<file path="src/rtl/uart_pkg.sv">
// Shared UART types and constants for the TX framer and RX checker.
package uart_pkg;

  typedef enum logic [2:0] {
    IDLE   = 3'd0,
    START  = 3'd1,
    DATA   = 3'd2,
    PARITY = 3'd3,
    STOP   = 3'd4
  } uart_state_t;

  localparam logic PAR_EVEN        = 1'b0;
  localparam logic PAR_ODD         = 1'b1;
  localparam logic UART_IDLE_LEVEL = 1'b1;

endpackage

</file>
<file path="src/rtl/uart_parity_calc.sv">
// Combinational parity generator, shared by the TX framer and the RX checker.
module uart_parity_calc
  import uart_pkg::*;
#(
  parameter int DATA_WIDTH = 8
) (
  input  logic [DATA_WIDTH-1:0] data,
  input  logic                  par_typ,
  output logic                  par_bit
);

  // Even mode: XOR of the data bits; odd mode: its inverse.
  always_comb begin
    par_bit = (par_typ == PAR_ODD) ? ~(^data) : (^data);
  end

endmodule

</file>
<file path="src/rtl/uart_tx_frame.sv">
// UART transmit framer: start, LSB-first data, optional parity, stop.
// Bit period is Prescale clocks (0 behaves as 1). Define UART_TX_TWO_STOP_EN
// to emit two stop bits instead of one.
//
// state  | meaning
// IDLE   | line high, waiting for Data_Valid
// START  | start bit (low) for one period
// DATA   | data[idx] for one period per bit, LSB first
// PARITY | computed parity bit for one period
// STOP   | stop bit(s), line high
module uart_tx_frame
  import uart_pkg::*;
#(
  parameter int DATA_WIDTH = 8,
  parameter int CNT_WIDTH  = 6
) (
  input  logic                  CLK,
  input  logic                  RST,
  input  logic [DATA_WIDTH-1:0] P_DATA,
  input  logic                  Data_Valid,
  input  logic                  PAR_EN,
  input  logic                  PAR_TYP,
  input  logic [CNT_WIDTH-1:0]  Prescale,
  output logic                  TX_OUT,
  output logic                  Busy
);

  localparam int IDX_W = (DATA_WIDTH > 1) ? $clog2(DATA_WIDTH) : 1;
  localparam logic [IDX_W-1:0]     IDX_LAST = IDX_W'(DATA_WIDTH - 1);
  localparam logic [IDX_W-1:0]     IDX_ONE  = IDX_W'(1);
  localparam logic [CNT_WIDTH-1:0] CNT_ONE  = CNT_WIDTH'(1);

  uart_state_t           state_q, state_d;
  logic [CNT_WIDTH-1:0]  cnt_q, cnt_d;
  logic [CNT_WIDTH-1:0]  pm1_q, pm1_d;
  logic [IDX_W-1:0]      idx_q, idx_d;
  logic [DATA_WIDTH-1:0] data_q, data_d;
  logic                  par_en_q, par_en_d;
  logic                  par_typ_q, par_typ_d;
  logic                  tx_q, tx_d;
  logic                  busy_q, busy_d;
  logic                  par_bit;
  logic                  period_end;
`ifdef UART_TX_TWO_STOP_EN
  logic                  stop2_q, stop2_d;
`endif

  uart_parity_calc #(.DATA_WIDTH(DATA_WIDTH)) u_parity (
    .data    (data_q),
    .par_typ (par_typ_q),
    .par_bit (par_bit)
  );

  // The period limit is stored as P-1 so a Prescale of 0 collapses to a 1-clock bit.
  assign period_end = (cnt_q == pm1_q);

  // Next-state, counter, latch and registered-output logic.
  always_comb begin
    state_d   = state_q;
    cnt_d     = cnt_q;
    pm1_d     = pm1_q;
    idx_d     = idx_q;
    data_d    = data_q;
    par_en_d  = par_en_q;
    par_typ_d = par_typ_q;
    tx_d      = UART_IDLE_LEVEL;
`ifdef UART_TX_TWO_STOP_EN
    stop2_d   = stop2_q;
`endif

    if (state_q != IDLE) begin
      cnt_d = period_end ? '0 : (cnt_q + CNT_ONE);
    end

    case (state_q)
      IDLE: begin
        cnt_d = '0;
        idx_d = '0;
`ifdef UART_TX_TWO_STOP_EN
        stop2_d = 1'b0;
`endif
        if (Data_Valid) begin
          data_d    = P_DATA;
          par_en_d  = PAR_EN;
          par_typ_d = PAR_TYP;
          pm1_d     = (Prescale == '0) ? '0 : (Prescale - CNT_ONE);
          state_d   = START;
        end
      end
      START: begin
        if (period_end) begin
          idx_d   = '0;
          state_d = DATA;
        end
      end
      DATA: begin
        if (period_end) begin
          if (idx_q == IDX_LAST) begin
            state_d = par_en_q ? PARITY : STOP;
          end else begin
            idx_d = idx_q + IDX_ONE;
          end
        end
      end
      PARITY: begin
        if (period_end) state_d = STOP;
      end
      STOP: begin
        if (period_end) begin
`ifdef UART_TX_TWO_STOP_EN
          if (stop2_q) state_d = IDLE;
          else         stop2_d = 1'b1;
`else
          state_d = IDLE;
`endif
        end
      end
      default: state_d = IDLE;
    endcase

    case (state_d)
      START:   tx_d = 1'b0;
      DATA:    tx_d = data_q[idx_d];
      PARITY:  tx_d = par_bit;
      default: tx_d = UART_IDLE_LEVEL;
    endcase

    busy_d = (state_d != IDLE);
  end

  // State, counters, latched request and registered outputs.
  always_ff @(posedge CLK) begin
    if (RST) begin
      state_q   <= IDLE;
      cnt_q     <= '0;
      pm1_q     <= '0;
      idx_q     <= '0;
      data_q    <= '0;
      par_en_q  <= 1'b0;
      par_typ_q <= 1'b0;
      tx_q      <= UART_IDLE_LEVEL;
      busy_q    <= 1'b0;
`ifdef UART_TX_TWO_STOP_EN
      stop2_q   <= 1'b0;
`endif
    end else begin
      state_q   <= state_d;
      cnt_q     <= cnt_d;
      pm1_q     <= pm1_d;
      idx_q     <= idx_d;
      data_q    <= data_d;
      par_en_q  <= par_en_d;
      par_typ_q <= par_typ_d;
      tx_q      <= tx_d;
      busy_q    <= busy_d;
`ifdef UART_TX_TWO_STOP_EN
      stop2_q   <= stop2_d;
`endif
    end
  end

  assign TX_OUT = tx_q;
  assign Busy   = busy_q;

endmodule

</file>
<file path="config.mk">
export PLATFORM = sky130hd
export DESIGN_NAME = uart_tx_frame
export DESIGN_NICKNAME = d
export VERILOG_FILES = /design/src/rtl/uart_pkg.sv /design/src/rtl/uart_parity_calc.sv /design/src/rtl/uart_tx_frame.sv
export SDC_FILE = /design/constraint.sdc
export NUM_CORES = 1
export LEC_CHECK = 0
export ABC_AREA = 1
export ABC_CLOCK_PERIOD_IN_PS = 2000
export BUFFER_PORTS_ARGS = -buffer_cell sky130_fd_sc_hd__buf_2
export CORE_MARGIN = 5
export CORE_UTILIZATION = 24
export DETAILED_ROUTE_END_ITERATION = 10
export PLACE_DENSITY = 0.4
export SLEW_MARGIN = 20
export SYNTH_ARGS = -nofsm -noshare
export SYNTH_HDL_FRONTEND = slang
export SYNTH_SLANG_ARGS = --single-unit
</file>
<file path="constraint.sdc">
create_clock -name CLK -period 2 [get_ports CLK]
set_input_delay 0.1 -clock CLK [delete_from_list [all_inputs] [get_ports CLK]]
set_output_delay 0.1 -clock CLK [all_outputs]
set_load 0.02 [all_outputs]
</file>
== Yosys cells after proc, flatten, opt, wreduce, memory -nomap -nowiden ==
Cells that the tools add are included.

* Multiplexer cells: 18
* Equal/unequal tests: 9
* Bitwise gates (word level): 1
* Add/subtract/negate cells: 3
* Order comparisons: 1
* Reductions and logical operators: 7

{| class="wikitable"
|+ Operators by type and width
! cell !! count
|-
| $mux 3 || 10
|-
| $pmux 3 s5 || 1
|-
| $eq 3x2->1 const B || 4
|-
| $mux 6 || 2
|-
| $pmux 3 s3 || 1
|-
| $reduce_xor 8->1 || 1
|-
| $add 6x1->6 const B || 1
|-
| $eq 3x1->1 const B || 2
|-
| $eq 3x3->1 const B || 2
|-
| $eq 6x6->1 || 1
|-
| $logic_not 6->1 || 1
|-
| $reduce_bool 3->1 || 2
|-
| $sub 6x1->6 const B || 1
|-
| $lt 3x4->1 const B || 1
|-
| $add 3x1->3 const B || 1
|-
| $bmux 1 s3 || 1
|-
| $logic_not 3->1 || 1
|-
| $pmux 1 s3 || 1
|-
| $mux 1 || 2
|-
| $reduce_and 2->1 || 1
|-
| $reduce_or 2->1 || 1
|-
| $not 1->1 || 1
|}

* Logic and storage cells: 48
* Input bits: 19
* Register bits: 30
* Output and inout bits: 2

== Depth between registers and ports, before layout ==
* Depth after elaboration: 7
* Gate-level depth with buffers: 16
* Mapped depth without buffers: 16

== Hierarchy ==
Synthesis repeated with hierarchy kept, for this count alone.

* Cell total of the unflattened synthesis: 273
* Area, all modules: 1,839.3 sq um

{| class="wikitable"
|+ Modules (own cells, without submodules)
! module !! sequential area each (sq um) !! times used !! area an instance (sq um) !! cells each
|-
| uart_tx_frame || 600.6 || 1 || 1,675.4 || 235
|-
| uart_parity_calc || 0.0 || 1 || 163.9 || 38
|}

== Least setup slack after synthesis ==
OpenSTA, ideal clock, no wires.

* Kind: reg-to-reg
* From: register cnt_q[1]
* To: register tx_q (netlist: TX_OUT)
* Data arrival time: 1.445 ns
* Data required time: 1.881 ns
* Cell stages (with the launch flop): 16
* Clock period less this slack: 1.564 ns
* Setup slack: 0.436 ns
* Library setup time: 0.119 ns
* Path buffers: 0
* Cells stage by stage: dfxtp_1 > inv_2 > nand2_1 > nand2_2 > nor2_4 > nand2_4 > nor2_8 > nand4_1 > nand2_2 > nand3_1 > nand3_2 > nand2_1 > nand2_1 > nand3_1 > nand2_1 > nand2_1

* Word-level cells in the longest chain between the ends: 6
* Elaborated cells on any way between the ends: 15
* Those cells by class: 4 x eq/ne; 11 x mux

{| class="wikitable"
|+ RTL lines
! item !! RTL line !! text
|-
| start: declaration || uart_tx_frame.sv:34 || <nowiki>logic [CNT_WIDTH-1:0] cnt_q, cnt_d;</nowiki>
|-
| start signal: assignment || uart_tx_frame.sv:148 || <nowiki>cnt_q <= cnt_d;</nowiki>
|-
| $eq 6x6->1 (*) || uart_tx_frame.sv:55 || <nowiki>assign period_end = (cnt_q == pm1_q);</nowiki>
|-
| $mux 3, on equally long branches || uart_tx_frame.sv:97, uart_tx_frame.sv:91 ||
|-
| $pmux 3 s3 || uart_tx_frame.sv:75 || <nowiki>case (state_q)</nowiki>
|-
| $bmux 1 s3 || uart_tx_frame.sv:123 || <nowiki>DATA: tx_d = data_q[idx_d];</nowiki>
|-
| $mux 1 (implied by the code) || uart_tx_frame.sv:123 ||
|-
| $pmux 1 s3 (*) || uart_tx_frame.sv:121 || <nowiki>case (state_d)</nowiki>
|-
| end signal: assignment || uart_tx_frame.sv:154 || <nowiki>tx_q <= tx_d;</nowiki>
|-
| end: declaration || uart_tx_frame.sv:40 || <nowiki>logic tx_q, tx_d;</nowiki>
|}

Mark *: on every way between the ends. The rest lies on a longest branch, timed or not. The select of a mux whose other input is x is not followed.
A chain may end at the register's enable or synchronous reset.

== Final worst setup path ==
* From: register cnt_q[0]
* To: register tx_q (netlist: TX_OUT)

Same word-level chain as after synthesis.

==> run_results.csv <==
group,metric,value,unit
cts,clk_latency,0.28,ns
yosys,synth-xor-area-share,7.322,%
critical_path,critPathBufInv,1,
critical_path,crit_chain,"inv_2, nand2_1, nand2_2, nor2_4, nand3_4, nand3_2, nand3_4, nand3_2, nand2_1, nand3_1, nand2_1, nand2_1, nand3_1, nand2_1, nand2_1",
yosys,synthFlopType,"dfxtp_1",
cts,path_clk_slew,0.06,ns
yosys,ys_seq_area_share,33.47,%
global_routing,antenna_found_initial,0,
die,dieArea,0.009306,mm²
die,row_count,31,
final_layout,nets,305,
timing,setup_slack,0.2325,ns
yosys,postSynthAreaPerCell,6.981,µm²
yosys,synth_seq_cells,30,
timing,period_needed,1.768,ns
die,start_util,24.74,%
timing,holdWs,0.09472,ns
critical_path,cp_slowest_stage_delay,0.43,ns
final_layout,drive_gt1_share,20.21,%
global_routing,grt_overflow,0,
yosys,synth.mux.area_fraction,0,%
critical_path,arrival,1.94,ns
yosys,synthTopCellsByCount,"58 x nand2_1, 39 x inv_1, 30 x dfxtp_1",
cts,cts_tree,"done",
global_routing,grt_first_pass_wirelength,7.231,mm
yosys,async_flop_share,0,%
power_and_ir_drop,powerDensity,822.8,mW/mm²
yosys,synthAdderAreaFrac,2.789,%
global_routing,grt_pass1_vias,1542,
yosys,synth_compound_area_share,11.37,%
placed_design,place_area,0.002017,mm²
yosys,yosysWarningCount,0,
timing,fmax,565.8,MHz
routing,wirelength,4.042,mm
yosys,synthCells,257,
yosys,synthDistinctLibCells,30,
critical_path,worst-setup-path-type,"reg -> reg",
hold_path,worstHoldPathType,"in -> reg",
timing,hold_viol_final,0,
yosys,synth_top_area_share,33.47,%
global_routing,grt.total_usage,10.07,%
die,die_h,96.47,µm
yosys,synth_top_family_by_area,"simple AND/OR/NAND/NOR gates",
yosys,yosys.area.top_type,"dfxtp_1",
final_layout,num-fill-cells,825,
routing,routed_via_density,4.084,
critical_path,cp_top_family,"simple AND/OR/NAND/NOR gates",
critical_path,cpMostUsedCell,"nand2_1",
timing,final-setup-viol-count,0,
placed_design,routabilityCongestion,0.8184,
cts,post_cts_buffers,0,
cts,ctsLongestPathBuffers,2,
timing,period_share,88.38,%
routing,drt-initial-drc-count,99,
critical_path,critical_path.startpoint_type,"flop",
timing,rsz0062_at_grt,"no",
yosys,synth_edf_count,0,
critical_path,cp.required,2.17,ns
routing,vias,1556,
placed_design,place_hpwl,3.169,mm
cts,h-tree-depth,2,
die,coreArea,0.007253,mm²
cts,cts-root-buf,"clkbuf_8",
routing,ant_nets,0,
yosys,yosys.cell_count.top_type,"nand2_1",
yosys,synth_nets,280,
run_status,outcome,"finished clean",
final_layout,n_antenna_cell,0,
timing,tightest_slew,0.3634,ns
die,die_x,96.47,µm
final_layout,multi_input_area,0.001003,mm²
job,drv_cap,0,
critical_path,cp_slowest_cell,"dfxtp_1",
die,ioPinCount,21,
timing,tns,0,ns
placed_design,numPortBuffers,20,
yosys,yosys.area_share.simple,34.45,%
cts,clock_sinks,30,
placed_design,place_ws,0.2169,ns
routing,drc,0,
final_layout,syn2layout_area_growth,16.74,%
timing,relSlewSlack,75.77,%
final_layout,seqCellArea,601.8,µm²
routing,dr.pass1.iters,4,
final_layout,final_core_util,28.88,%
cts,ctsHoldBuffers,0,
timing,maxSlewViolCount,0,
power_and_ir_drop,max-vdd-ir-drop,0.2355,mV
cts,cts.repair.resized,0,
timing,fin_skew,0.002924,ns
critical_path,crit_path_end_kind,"flop",
yosys,synthTopCellsByArea,"dfxtp_1 33%, nand2_1 12%, inv_1 8.2%, nand3_1 5.6%, a21oi_1 4.7%",
cts,cts_buffers,5,
global_routing,grt_max_degree,24,
critical_path,cp_max_fo,7,
routing,routedWlPerCell,10.61,µm
power_and_ir_drop,power_leakage,0.0009497,µW
final_layout,finalInstanceArea,0.002095,mm²
yosys,synth_area,0.001794,mm²
-- placed cells by master, fill, tap and decap left out --
cell,count
a211oi_1,1
a21oi_1,17
a21oi_2,1
a31o_2,1
a41oi_2,1
buf_2,20
buf_4,2
clkbuf_1,2
clkbuf_8,5
clkinv_2,1
dfxtp_1,29
dfxtp_2,1
ha_1,4
inv_1,39
inv_2,6
nand2_1,58
nand2_2,8
nand2_4,2
nand3_1,20
nand3_2,3
nand3_4,2
nand4_1,3
nor2_1,19
nor2_2,1
nor2_4,1
nor2_8,2
nor3_1,3
o211ai_1,1
o21ai_0,12
o21ai_1,2
xnor2_1,7
xor2_1,8
-- worst register-to-register path, cell delays in order (launching register included) --
cell and delay, ns:
dfxtp_1 0.43, inv_2 0.06, nand2_1 0.07, nand2_2 0.06
nor2_4 0.14, nand3_4 0.13, nand3_2 0.12, nand3_4 0.11
nand3_2 0.14, nand2_1 0.07, nand3_1 0.07, nand2_1 0.05
nand2_1 0.05, nand3_1 0.07, nand2_1 0.06, nand2_1 0.04
-- cell type report --
type | count | share of cell area (%)
Timing Repair Buffer | 22 | 5.496
Tap cell | 99 | 5.914
Inverter | 46 | 8.303
Clock buffer | 7 | 3.644
Sequential cell | 30 | 28.73
Multi-Input combinational cell | 177 | 47.91
-- kinds of logic after synthesis --
group,Yosys count
compound gates,36
simple gates,122
xor+xnor,15
flops,30
buf+inv,50
fa+ha+maj,4
-- layer usage --
metal,track usage [%],share of wire (%),routed length (µm),vias to the layer above
met5,0,0,0,-
met4,4.790,1.9,75,0
met3,2.169,2.1,85,7
met2,15.80,46,1864,20
met1,13.10,50,2016,670
li1,-,-,-,859
-- registers in the layout, summed over array words and instances, names as in the netlist --
register,flops
Busy,1
TX_OUT,1
cnt_q,6
data_q,8
idx_q,3
par_en_q,1
par_typ_q,1
pm1_q,6
state_q,3
-- power breakdown --
group / switching (µW) / internal, µW
Combinational: 350 / 209
Sequential: 49.3 / 658
Clock: 218 / 239
-- through the flow --
stage / instances / total power [µW]
after global placement: 374 / 1287
after CTS: 381 / 1756
after detailed placement: 374 / 1287
final: 381 / 1723
after floorplan: 257 / 1151
after global routing: 381 / 1863
-- final timing paths --
path / startpoint / to / slack [ns] / depth (start not counted)
hold / removal: P_DATA[0] / data_q[0] / 0.09 / 3
setup reg to reg: cnt_q[0] / TX_OUT / 0.23 / 15
setup / recovery: cnt_q[0] / TX_OUT / 0.23 / 15
hold reg to reg: par_typ_q / par_typ_q / 0.48 / 2
Power figures use the tool's default switching activity.
